$ cat config.mk
export PLATFORM = sky130hd
export DESIGN_NAME = stepper_drive_axes_flat
export DESIGN_NICKNAME = d
export VERILOG_FILES = /design/src/rtl/stepper_drive_axes_if.sv /design/src/rtl/stepper_drive_axes.sv /design/src/flat_wrapper.sv
export SDC_FILE = /design/constraint.sdc
export NUM_CORES = 1
export LEC_CHECK = 0
export ABC_AREA = 1
export BUFFER_PORTS_ARGS = -buffer_cell sky130_fd_sc_hd__buf_2
export CAP_MARGIN = 40
export CORE_ASPECT_RATIO = 0.6
export CORE_MARGIN = 8
export CORE_UTILIZATION = 46
export DETAILED_ROUTE_END_ITERATION = 10
export GPL_ROUTABILITY_DRIVEN = 0
export PLACE_DENSITY = 0.62
export SYNTH_ARGS = -nofsm -noshare
export SYNTH_HDL_FRONTEND = slang
export SYNTH_SLANG_ARGS = --single-unit
$ cat constraint.sdc
create_clock -name clk -period 6.5 [get_ports clk]
set_input_delay 0.975 -clock clk [delete_from_list [all_inputs] [get_ports clk]]
set_output_delay 0.975 -clock clk [all_outputs]
set_load 0.1 [all_outputs]
$ cat src/rtl/stepper_drive_axes_if.sv
// Request/status bundle between the tracker controller and the stepper drive.
// Ports: per-axis 2-bit move requests in, coil drives, positions and theta_limit back.
interface stepper_drive_axes_if;
    logic [1:0]  s_out_theta_pos;
    logic [1:0]  s_out_theta_neg;
    logic [1:0]  s_out_phi_pos;
    logic [1:0]  s_out_phi_neg;
    logic [3:0]  coil_theta;
    logic [3:0]  coil_phi;
    logic [15:0] theta_actual;
    logic [15:0] phi_actual;
    logic        theta_limit;

    modport master (
        output s_out_theta_pos, s_out_theta_neg,
        output s_out_phi_pos, s_out_phi_neg,
        input  coil_theta, coil_phi,
        input  theta_actual, phi_actual, theta_limit
    );

    modport slave (
        input  s_out_theta_pos, s_out_theta_neg,
        input  s_out_phi_pos, s_out_phi_neg,
        output coil_theta, coil_phi,
        output theta_actual, phi_actual, theta_limit
    );
endinterface

$ cat src/rtl/stepper_drive_axes.sv
// Two-axis half-step unipolar stepper drive with absolute position tracking.
// Ports: clk, rst (sync, active high), drv (slave side of stepper_drive_axes_if).
module stepper_drive_axes #(
    parameter int STEP_DIV       = 50000,
    parameter int STEPS_PER_UNIT = 11,
    parameter int DIR_PAUSE      = 2,
    parameter int THETA_MIN      = 0,
    parameter int THETA_MAX      = 90,
    parameter int THETA_INIT     = 0,
    parameter int PHI_INIT       = 0
) (
    input  logic                 clk,
    input  logic                 rst,
    stepper_drive_axes_if.slave  drv
);

    localparam int DIV_W = (STEP_DIV > 1) ? $clog2(STEP_DIV) : 1;
    localparam int SUB_W = $clog2(STEPS_PER_UNIT + 1);
    localparam int PAU_W = (DIR_PAUSE > 1) ? $clog2(DIR_PAUSE + 1) : 1;

    localparam logic [15:0] T_MIN  = 16'(THETA_MIN);
    localparam logic [15:0] T_MAX  = 16'(THETA_MAX);
    localparam logic [15:0] T_INIT = 16'(THETA_INIT);
    localparam logic [15:0] P_INIT = 16'(PHI_INIT);

    localparam logic [DIV_W-1:0] DIV_LAST = DIV_W'(STEP_DIV - 1);
    localparam logic [SUB_W-1:0] SUB_LAST = SUB_W'(STEPS_PER_UNIT - 1);
    localparam logic [PAU_W-1:0] PAU_LAST = PAU_W'(DIR_PAUSE - 1);

    typedef enum logic [1:0] {
        IDLE,
        RUN_POS,
        RUN_NEG,
        PAUSE
    } state_t;

    function automatic logic [3:0] seq(input logic [2:0] p);
        logic [3:0] c;
        c = 4'b0000;
        case (p)
            3'd0: c = 4'b0001;
            3'd1: c = 4'b0011;
            3'd2: c = 4'b0010;
            3'd3: c = 4'b0110;
            3'd4: c = 4'b0100;
            3'd5: c = 4'b1100;
            3'd6: c = 4'b1000;
            3'd7: c = 4'b1001;
            default: c = 4'b0000;
        endcase
        return c;
    endfunction

    // Phi is a full circle, theta moves are pre-checked against its limits.
    function automatic logic [15:0] move(
        input logic        wrap,
        input logic [15:0] p,
        input logic        up
    );
        logic [15:0] r;
        if (up)
            r = (wrap && p == 16'd359) ? 16'd0 : p + 16'd1;
        else
            r = (wrap && p == 16'd0) ? 16'd359 : p - 16'd1;
        return r;
    endfunction

    logic [DIV_W-1:0] div_q;
    logic             tick;

    state_t           state_q [2];
    state_t           state_d [2];
    logic [2:0]       phase_q [2];
    logic [2:0]       phase_d [2];
    logic [SUB_W-1:0] sub_q   [2];
    logic [SUB_W-1:0] sub_d   [2];
    logic [PAU_W-1:0] pcnt_q  [2];
    logic [PAU_W-1:0] pcnt_d  [2];
    logic [15:0]      pos_q   [2];
    logic [15:0]      pos_d   [2];
    logic [3:0]       coil_q  [2];
    logic [3:0]       coil_d  [2];
    logic             limit_q;
    logic             limit_d;

    logic [1:0] raw_pos;
    logic [1:0] raw_neg;
    logic [1:0] go_pos;
    logic [1:0] go_neg;
    logic [1:0] blocked;

    assign tick = (div_q == DIV_LAST);

    always_ff @(posedge clk) begin
        if (rst)
            div_q <= '0;
        else if (tick)
            div_q <= '0;
        else
            div_q <= div_q + 1'b1;
    end

    // Only the exact 2'b01 encoding is a request; both at once cancel.
    assign raw_pos[0] = (drv.s_out_theta_pos == 2'b01);
    assign raw_neg[0] = (drv.s_out_theta_neg == 2'b01);
    assign raw_pos[1] = (drv.s_out_phi_pos == 2'b01);
    assign raw_neg[1] = (drv.s_out_phi_neg == 2'b01);
    assign go_pos     = raw_pos & ~raw_neg;
    assign go_neg     = raw_neg & ~raw_pos;

    // Theta stalls with coils energised at either end stop; phi never does.
    assign blocked[0] = (state_q[0] == RUN_POS && pos_q[0] == T_MAX)
                     || (state_q[0] == RUN_NEG && pos_q[0] == T_MIN);
    assign blocked[1] = 1'b0;

    always_comb begin
        limit_d = blocked[0];
        for (int a = 0; a < 2; a++) begin
            state_d[a] = state_q[a];
            phase_d[a] = phase_q[a];
            sub_d[a]   = sub_q[a];
            pcnt_d[a]  = pcnt_q[a];
            pos_d[a]   = pos_q[a];
            coil_d[a]  = 4'b0000;

            unique case (state_q[a])
                IDLE: begin
                    if (go_pos[a])
                        state_d[a] = RUN_POS;
                    else if (go_neg[a])
                        state_d[a] = RUN_NEG;
                end
                RUN_POS, RUN_NEG: begin
                    if ((state_q[a] == RUN_POS) ? go_pos[a] : go_neg[a]) begin
                        if (tick && !blocked[a]) begin
                            if (state_q[a] == RUN_POS)
                                phase_d[a] = phase_q[a] + 3'd1;
                            else
                                phase_d[a] = phase_q[a] - 3'd1;
                            if (sub_q[a] == SUB_LAST) begin
                                sub_d[a] = '0;
                                pos_d[a] = move(a == 1, pos_q[a],
                                                state_q[a] == RUN_POS);
                            end else begin
                                sub_d[a] = sub_q[a] + 1'b1;
                            end
                        end
                    end else if ((state_q[a] == RUN_POS) ? go_neg[a] : go_pos[a]) begin
                        state_d[a] = PAUSE;
                        sub_d[a]   = '0;
                        pcnt_d[a]  = '0;
                    end else begin
                        state_d[a] = IDLE;
                    end
                end
                PAUSE: begin
                    if (tick) begin
                        if (pcnt_q[a] == PAU_LAST) begin
                            state_d[a] = IDLE;
                            pcnt_d[a]  = '0;
                        end else begin
                            pcnt_d[a] = pcnt_q[a] + 1'b1;
                        end
                    end
                end
                default: state_d[a] = IDLE;
            endcase

            // Coils follow the next phase so both change on the same edge.
            if (state_d[a] == RUN_POS || state_d[a] == RUN_NEG)
                coil_d[a] = seq(phase_d[a]);
        end
    end

    always_ff @(posedge clk) begin
        if (rst) begin
            for (int a = 0; a < 2; a++) begin
                state_q[a] <= IDLE;
                phase_q[a] <= '0;
                sub_q[a]   <= '0;
                pcnt_q[a]  <= '0;
                coil_q[a]  <= 4'b0000;
            end
            pos_q[0] <= T_INIT;
            pos_q[1] <= P_INIT;
            limit_q  <= 1'b0;
        end else begin
            for (int a = 0; a < 2; a++) begin
                state_q[a] <= state_d[a];
                phase_q[a] <= phase_d[a];
                sub_q[a]   <= sub_d[a];
                pcnt_q[a]  <= pcnt_d[a];
                pos_q[a]   <= pos_d[a];
                coil_q[a]  <= coil_d[a];
            end
            limit_q <= limit_d;
        end
    end

    assign drv.coil_theta   = coil_q[0];
    assign drv.coil_phi     = coil_q[1];
    assign drv.theta_actual = pos_q[0];
    assign drv.phi_actual   = pos_q[1];
    assign drv.theta_limit  = limit_q;

endmodule

$ cat src/flat_wrapper.sv
// flat-port wrapper written by rule: the top's interface ports become plain ports
module stepper_drive_axes_flat 
#(
    parameter int STEP_DIV       = 50000,
    parameter int STEPS_PER_UNIT = 11,
    parameter int DIR_PAUSE      = 2,
    parameter int THETA_MIN      = 0,
    parameter int THETA_MAX      = 90,
    parameter int THETA_INIT     = 0,
    parameter int PHI_INIT       = 0
)
  (clk, rst, drv_s_out_theta_pos, drv_s_out_theta_neg, drv_s_out_phi_pos, drv_s_out_phi_neg, drv_coil_theta, drv_coil_phi, drv_theta_actual, drv_phi_actual, drv_theta_limit);
  stepper_drive_axes_if drv_i ();
  input  logic clk;
  input  logic rst;
  input wire logic [$bits(drv_i.s_out_theta_pos)-1:0] drv_s_out_theta_pos;
  input wire logic [$bits(drv_i.s_out_theta_neg)-1:0] drv_s_out_theta_neg;
  input wire logic [$bits(drv_i.s_out_phi_pos)-1:0] drv_s_out_phi_pos;
  input wire logic [$bits(drv_i.s_out_phi_neg)-1:0] drv_s_out_phi_neg;
  output wire logic [$bits(drv_i.coil_theta)-1:0] drv_coil_theta;
  output wire logic [$bits(drv_i.coil_phi)-1:0] drv_coil_phi;
  output wire logic [$bits(drv_i.theta_actual)-1:0] drv_theta_actual;
  output wire logic [$bits(drv_i.phi_actual)-1:0] drv_phi_actual;
  output wire logic [$bits(drv_i.theta_limit)-1:0] drv_theta_limit;
  assign drv_i.s_out_theta_pos = drv_s_out_theta_pos;
  assign drv_i.s_out_theta_neg = drv_s_out_theta_neg;
  assign drv_i.s_out_phi_pos = drv_s_out_phi_pos;
  assign drv_i.s_out_phi_neg = drv_s_out_phi_neg;
  assign drv_coil_theta = drv_i.coil_theta;
  assign drv_coil_phi = drv_i.coil_phi;
  assign drv_theta_actual = drv_i.theta_actual;
  assign drv_phi_actual = drv_i.phi_actual;
  assign drv_theta_limit = drv_i.theta_limit;
  stepper_drive_axes #(.STEP_DIV(STEP_DIV), .STEPS_PER_UNIT(STEPS_PER_UNIT), .DIR_PAUSE(DIR_PAUSE), .THETA_MIN(THETA_MIN), .THETA_MAX(THETA_MAX), .THETA_INIT(THETA_INIT), .PHI_INIT(PHI_INIT)) u_core (.clk(clk), .rst(rst), .drv(drv_i));
endmodule
==> summary.txt, run 1 <==
Run status
  – Run status: completed

Detailed routing
  – Total wire length: between 15 and 20 mm
  – Via count: between 5000 and 6000
  – Vias/cell: ~5.4
  – Iteration-0 DRC Markers: between 500 and 600
  – Wire length per cell: 14.2 µm
  – Initial DRT Pass Iterations: 5
  – Final antenna-violating net count: 0
  – DRC errors left: 0

Final layout
  – Multi-input gate area: approximately 0.0035 mm²
  – Final Non-Filler Cells: approximately 1100
  – Diode count: 0
  – Storage element area: ~0.0016 mm²
  – Synth-to-layout area growth: 11.9%
  – Finished Cell Area: about 0.0064 mm²
  – Fillers: about 1200
  – Layout Nets: 958
  – Layout cells sized above 1: between 10% and 20%

Global route
  – Met1 Track Usage GR: 26.9%
  – Global-route wire length before repair: around 26 mm
  – Grt ovf: 0
  – Most used routing layer: met2
  – Initial antenna violation count: 0
  – Largest net degree at the start of global routing: 27
  – GRT Total Usage: slightly below 20%
  – Vias in the first global route: between 5000 and 6000
  – Met3 Usage GRT: around 4.7%
  – GR Util met2: between 30 and 40%

CTS
  – Clock sinks: 79
  – Post-cts resize count: 0
  – Clk root buf: clkbuf_16
  – Worst-Skew Late Latency: approximately 0.34 ns
  – Longest Clk Path Bufs: 2
  – Clock slew at reported path FFs: roughly 0.060 ns
  – Total CTS buffers: 9
  – Post-cts hold buffer count: 0
  – Total setup buffers inserted after CTS: 0
  – TritonCTS clock tree: built
  – H-Tree Depth: 3

Logic synthesis
  – Sequential fraction of the synthesis area: between 20% and 30%
  – Synth warn: 0
  – #FFs+latches synth: 79
  – Post-synth EDFFs: 0
  – Syn_area_per_cell: approximately 6.5 µm²
  – Synth Flop Type: dfxtp_1
  – Post-Syn Area: roughly 0.0057 mm²
  – Yosys cell types: 50
  – Syn Nets: between 900 and 1000
  – Post-Syn Instances: a little under 900
  – Synth async-reset ratio: 0%

Setup path
  – R2R Setup Slk: about 3.7 ns
  – Top cell by count, worst path: inv_1
  – Beginning of the worst register-to-register path: u_core.state_q[0][1]
  – Crit. Startpoint: u_core.state_q[0][1]
  – Cell Chain, Critical Path: inv_1 -> ha_1 -> inv_2 -> nand3_1 -> nand2_2 -> inv_1 -> nor2_4 -> nand3_2 -> nor2_4 -> inv_1 -> o21ai_0 -> a21oi_1
  – Max stage delay on crit path: around 0.47 ns
  – Slowest-stage cell, CP: nor2_4
  – Reg2Reg Depth: 12
  – CP endpoint kind: flip-flop
  – CP Launch Type: flip-flop
  – CP endpoint: u_core.pos_q[0][4]
  – Worst-path fanout max: 24
  – Crit Path Class: flip-flop to flip-flop
  – Reg-to-reg critical path endpoint: u_core.pos_q[0][4]
  – CP arrival: a little over 3 ns
  – Worst EP required: 6.73 ns

Placement
  – Area after DPL: around 0.0060 mm²
  – Port Buffers: 50
  – DP Cell Count: ~1100
  – Post-DP HPWL: approximately 12 mm
  – Pre-CTS setup slack: about 3.7 ns

Floorplanning
  – I/O pin count: 51
  – Core ar.: approximately 0.012 mm²
  – Chip width: around 160 µm
  – Die H: between 100 and 150 µm
  – Starting Density: 47.2%
  – Die area: 0.0163 mm²
  – FP Rows: 31

Timing
  – Min Tclk post-route: 2.82 ns
  – Fin worst setup slack: between 3 and 4 ns
  – Clock skew: a little under 0.007 ns
  – Fin Setup TNS: 0 ns
  – Final Hold Viols: 0
  – Achievable Freq: between 0.3 and 0.4 GHz
  – Final period utilization: between 40% and 50%
  – Worst Tran Pin Value: 0.780 ns
  – Fin Hold WS: around 0.43 ns
  – Rel. slew slack: 48.0%
  – Max Slew Vio Count: 0
  – # setup viols final: 0
  – RSZ-0062 raised after global routing: no

Power and ir drop
  – Standby leakage power: 0.00292 µW
  – Pwr/cell area: approximately 280 mW/mm²
  – Maximum VDD drop: roughly 0.00011 V

Worst hold path
  – Worst hold-check path type: flip-flop to flip-flop

Run
  – Max cap viols: 0
[how the worst min path moves through the flow]
| stage | start | endpoint | depth (start not counted) |
|---|---|---|---|
| 6_report | u_core.pcnt_q[0][3] | u_core.pcnt_q[0][3] | 2 |
| 2_1_floorplan | u_core.pcnt_q[0][3] | u_core.pcnt_q[0][3] | 2 |
| 4_1_cts | u_core.pcnt_q[0][3] | u_core.pcnt_q[0][3] | 2 |
| 3_5_place_dp | u_core.pcnt_q[0][3] | u_core.pcnt_q[0][3] | 2 |
| 3_3_place_gp | u_core.pcnt_q[0][3] | u_core.pcnt_q[0][3] | 2 |
| 5_1_grt | u_core.pcnt_q[0][3] | u_core.pcnt_q[0][3] | 2 |
[synthesized netlist by cell type, types with 11 or more instances]
master,number,area share [%]
a21oi_1,57,5.0
a31oi_1,15,1.6
dfxtp_1,79,28
ha_1,29,6.4
inv_1,115,7.6
nand2_1,171,11
nand3_1,75,6.6
nand4_1,18,2.0
nor2_1,115,7.6
nor3_1,14,1.2
o21ai_0,53,4.7
o21ai_1,11,0.97
xor2_1,19,2.9
[worst max-delay path: cells and delay by family, from the launching register on]
family                     cells  cell delay (ns)
AOI/OAI and AO/OA              2             0.25
adders and majority gates      1             0.33
DFF                            1             0.40
buffers and inverters          4             0.75
and+or+nand+nor                5             0.99
[flip-flops by register name (all words and copies together) (netlist names)]
name                    count
u_core.sub_q                8
u_core.pos_q               32
u_core.pcnt_q               4
u_core.phase_q              6
u_core.div_q               16
u_core.drv.theta_limit      1
u_core.coil_q               8
u_core.state_q              4
[through the flow]
stage / util [%] / total power, µW
finish: 52.8 / 1760
floorplan: - / 1080
CTS: 52.8 / 1770
global placement: 50.1 / 1190
global route: 52.8 / 1900
detailed placement: 50.1 / 1200
[per-layer routing]
| layer | up-vias | wire [µm] |
|---|---|---|
| li1 | 2946 | - |
| met1 | 2675 | 7730 |
| met2 | 215 | 6400 |
| met3 | 17 | 1170 |
| met4 | 0 | 147 |
| met5 | - | 0 |
[area by class of cell]
| type | instances | area share (%) |
|---|---|---|
| multi-input combinational | 650 | 55.4 |
| sequential | 79 | 24.8 |
| inverter | 124 | 7.30 |
| timing repair buffer | 52 | 4.16 |
| clock buffer | 13 | 4.08 |
| tap | 165 | 3.24 |
| clock inverter | 3 | 1.02 |
[kinds of logic after synthesis]
family                     after synthesis  share of synthesized area (%)
and+or+nand+nor                        433                           34.7
AOI/OAI and AO/OA                      156                           15.3
buffers and inverters                  146                           10.3
DFF                                     79                           27.8
adders and majority gates               32                           7.42
xor gates and xnor gates                29                           4.59
[cell usage in the layout (no fill, tap or decap), types with 5 or more instances in the layout]
| cell | n |
|---|---|
| nor2_4 | 8 |
| nand2_2 | 5 |
| o21ai_1 | 11 |
| ha_1 | 29 |
| dfxtp_1 | 79 |
| nand4_1 | 18 |
| nand2_1 | 171 |
| nor2_2 | 8 |
| inv_2 | 8 |
| nor2_1 | 115 |
| inv_1 | 115 |
| a31oi_1 | 15 |
| nand3_1 | 75 |
| nor3_1 | 14 |
| clkbuf_16 | 9 |
| o21ai_0 | 53 |
| xor2_1 | 19 |
| xnor2_1 | 9 |
| a21oi_1 | 57 |
| nand3_2 | 5 |
| buf_2 | 50 |
[power breakdown]
part / leakage [µW] / internal, µW / switching, µW / total, µW
registers: 0.000639 / 515 / 25.4 / 541
clock network: 0.000160 / 357 / 203 / 560
logic: 0.00212 / 202 / 458 / 661
total: 0.00292 / 1070 / 686 / 1760
Note: power is estimated with default switching activity, not from simulation.
==> inputs of run 2 (changes only) <==
--- a/config.mk
+++ b/config.mk
@@ -13,7 +13,7 @@
 export CORE_UTILIZATION = 46
 export DETAILED_ROUTE_END_ITERATION = 10
 export GPL_ROUTABILITY_DRIVEN = 0
-export PLACE_DENSITY = 0.62
+export PLACE_DENSITY = 0.65
 export SYNTH_ARGS = -nofsm -noshare
 export SYNTH_HDL_FRONTEND = slang
 export SYNTH_SLANG_ARGS = --single-unit
==> constraint.sdc (replaced) <==
create_clock -name clk -period 2.38 [get_ports clk]
set_input_delay 0.357 -clock clk [delete_from_list [all_inputs] [get_ports clk]]
set_output_delay 0.357 -clock clk [all_outputs]
set_load 0.1 [all_outputs]
==> run 2 against run 1 <==
  * Sequential cell count stayed put
  * Count of clock-buffer cells in the layout is 2 lower
  * Non-clock buffer count is 19 higher
  * Sequential share of layout area is 0.77 points lower
  * Core utilization is 1.7 points higher
  * Setup slack worse by 3.5 ns
  * Global-route usage is 0.12 points lower
==> summary.txt, run 2 (synthesis results as in run 1) <==
Timing
  – Clock skew: roughly 0.0053 ns
  – Fin Setup TNS: 0 ns
  – Worst Tran Pin Value: roughly 0.5 ns
  – Rel. slew slack: about two thirds
  – Max Slew Vio Count: 0
  – # setup viols final: 0
  – RSZ-0062 raised after global routing: no
  – Final Hold Viols: 0
  – Min Tclk post-route: 2.17 ns
  – Achievable Freq: approximately 0.46 GHz
  – Final period utilization: approximately nine tenths

Floorplanning
  – Die area: between 0.015 and 0.02 mm²
  – FP Rows: 31
  – Starting Density: 47.2%
  – Core ar.: approximately 0.012 mm²
  – Chip width: ~160 µm
  – Die H: slightly above 100 µm
  – I/O pin count: just over 50

Setup path
  – CP arrival: approximately 2.4 ns
  – Worst EP required: approximately 2.6 ns
  – Cell Chain, Critical Path: ha_1 -> inv_4 -> ha_1 -> a21oi_1 -> o21ai_1 -> nand2_1 -> nand3_1 -> a21oi_1 -> xor2_1 -> a21oi_1
  – Slowest-stage cell, CP: dfxtp_1
  – Crit Path Class: flip-flop to flip-flop
  – CP endpoint kind: flip-flop
  – Worst path top cell family by delay: adder cells
  – Max stage delay on crit path: around 0.34 ns
  – Worst-path fanout max: 18
  – R2R Setup Slk: roughly 0.21 ns
  – CP Buf/Inv Count: 1
  – Top cell by count, worst path: a21oi_1
  – CP Launch Type: flip-flop

Power and ir drop
  – Switch share: between 30% and 40%
  – Clock power share: around a third
  – Maximum VDD drop: 0.000373 V
  – P_int: roughly 3200 µW
  – Standby leakage power: 0.00304 µW
  – Combinational share of power: between 30% and 40%
  – Pwr/cell area: between 700 and 800 mW/mm²
  – NetSw: roughly 1900 µW
  – Part of the power in registers: roughly 29%
  – Total power: just over 5000 µW

CTS
  – Clock slew at reported path FFs: ~0.06 ns
  – Clock sinks: 79
  – Worst-Skew Late Latency: approximately 0.34 ns
  – Clk root buf: clkbuf_16
  – TritonCTS clock tree: built
  – Total CTS buffers: 9
  – Post-cts hold buffer count: 0
  – H-Tree Depth: 3
  – Longest Clk Path Bufs: 2

Global route
  – GRT Total Usage: 19.5%
  – Grt ovf: 0
  – Largest net degree at the start of global routing: 30
  – Initial antenna violation count: 0
  – Global-route wire length before repair: about 26 mm
  – Vias in the first global route: approximately 5300

Final layout
  – Layout Nets: between 900 and 1000
  – Synth-to-layout area growth: 15.5%
  – Largest regs: u_core.pos_q: 32 flops, u_core.div_q: 16 flops
  – Layout cells sized above 1: between 10 and 15%
  – Biggest register: u_core.pos_q
  – Commonest cells after routing, fill and taps aside: nand2_1 (171), inv_1 (115), nor2_1 (115), dfxtp_1 (78), nand3_1 (75)
  – Fin util: a little over half
  – Diode count: 0
  – Max reg flops: 32
  – Commonest non-fill, non-tap cell in the layout: nand2_1

Detailed routing
  – Total wire length: between 15 and 20 mm
  – Vias/cell: around 5.1
  – Initial DRT Pass Iterations: 5
  – DRC errors left: 0
  – Wire length per cell: about 14 µm
  – Final antenna-violating net count: 0
  – Via count: ~5700
  – Iteration-0 DRC Markers: 566

Run status
  – Run status: completed

Placement
  – Port Buffers: 50
  – Post-DP HPWL: ~12 mm

Run
  – Max cap viols: 0

Worst hold path
  – Worst hold-check path type: primary input to flip-flop
[run 2: through the flow]
stage / worst slack (ns) / instances / instance area, µm² / hold WS (ns)
finish: 0.207 / 1105 / 6580 / 0.398
floorplan: 0.0107 / 875 / 5700 / 0.409
global route: 0.00234 / 1105 / 6580 / 0.391
global placement: 0.128 / 1089 / 6210 / 0.423
detailed placement: 0.0918 / 1089 / 6210 / 0.435
CTS: 0.0625 / 1105 / 6580 / 0.386
[run 2: worst register-to-register path: stages, from the launching register on]
cell and delay, ns:
dfxtp_1 0.34, ha_1 0.25, inv_4 0.20, ha_1 0.34, a21oi_1 0.20, o21ai_1 0.11
nand2_1 0.06, nand3_1 0.12, a21oi_1 0.20, xor2_1 0.17, a21oi_1 0.07
[run 2: what timing repair did]
item	4_1_cts	5_1_grt
setup endpoints to repair	0	11
setup buffers	0	0
gates resized for setup	0	3
[run 2: cell type report]
type	count	area, µm²
repair buffers	71	420
well taps	165	206
clock buffers	11	243
fillers	1168	5480
flip-flops and latches	79	1580
inverters	124	468
clock inverters	5	129
multi-input cells	650	3530
[run 2: routing by layer]
metal / wire length (µm) / share of wire [%] / vias up / GRT usage (%)
li1: - / - / 2995 / -
met1: 8070 / 53 / 2468 / 28.9
met2: 5620 / 37 / 194 / 27.1
met3: 1240 / 8.2 / 12 / 4.95
met4: 157 / 1.0 / 0 / 4.90
met5: 0 / 0 / - / 0
[run 2: power groups by stage]
stage,Combinational [µW],Sequential [µW],Clock (µW)
after floorplan,1310,1620,0
after global placement,1850,1500,0
after detailed placement,1830,1500,0
after CTS,1850,1470,1770
after global routing,2130,1480,1830
final,1880,1470,1730
[run 2: final timing paths]
kind,start,cells past startpoint,endpoint
worst max register to register,u_core.state_q[0][0],10,u_core.pos_q[0][14]
worst min-delay path,rst,2,u_core.pos_q[0][5]
worst max-delay path,u_core.state_q[0][0],10,u_core.pos_q[0][14]
worst min register to register,u_core.pcnt_q[0][1],2,u_core.pcnt_q[0][1]
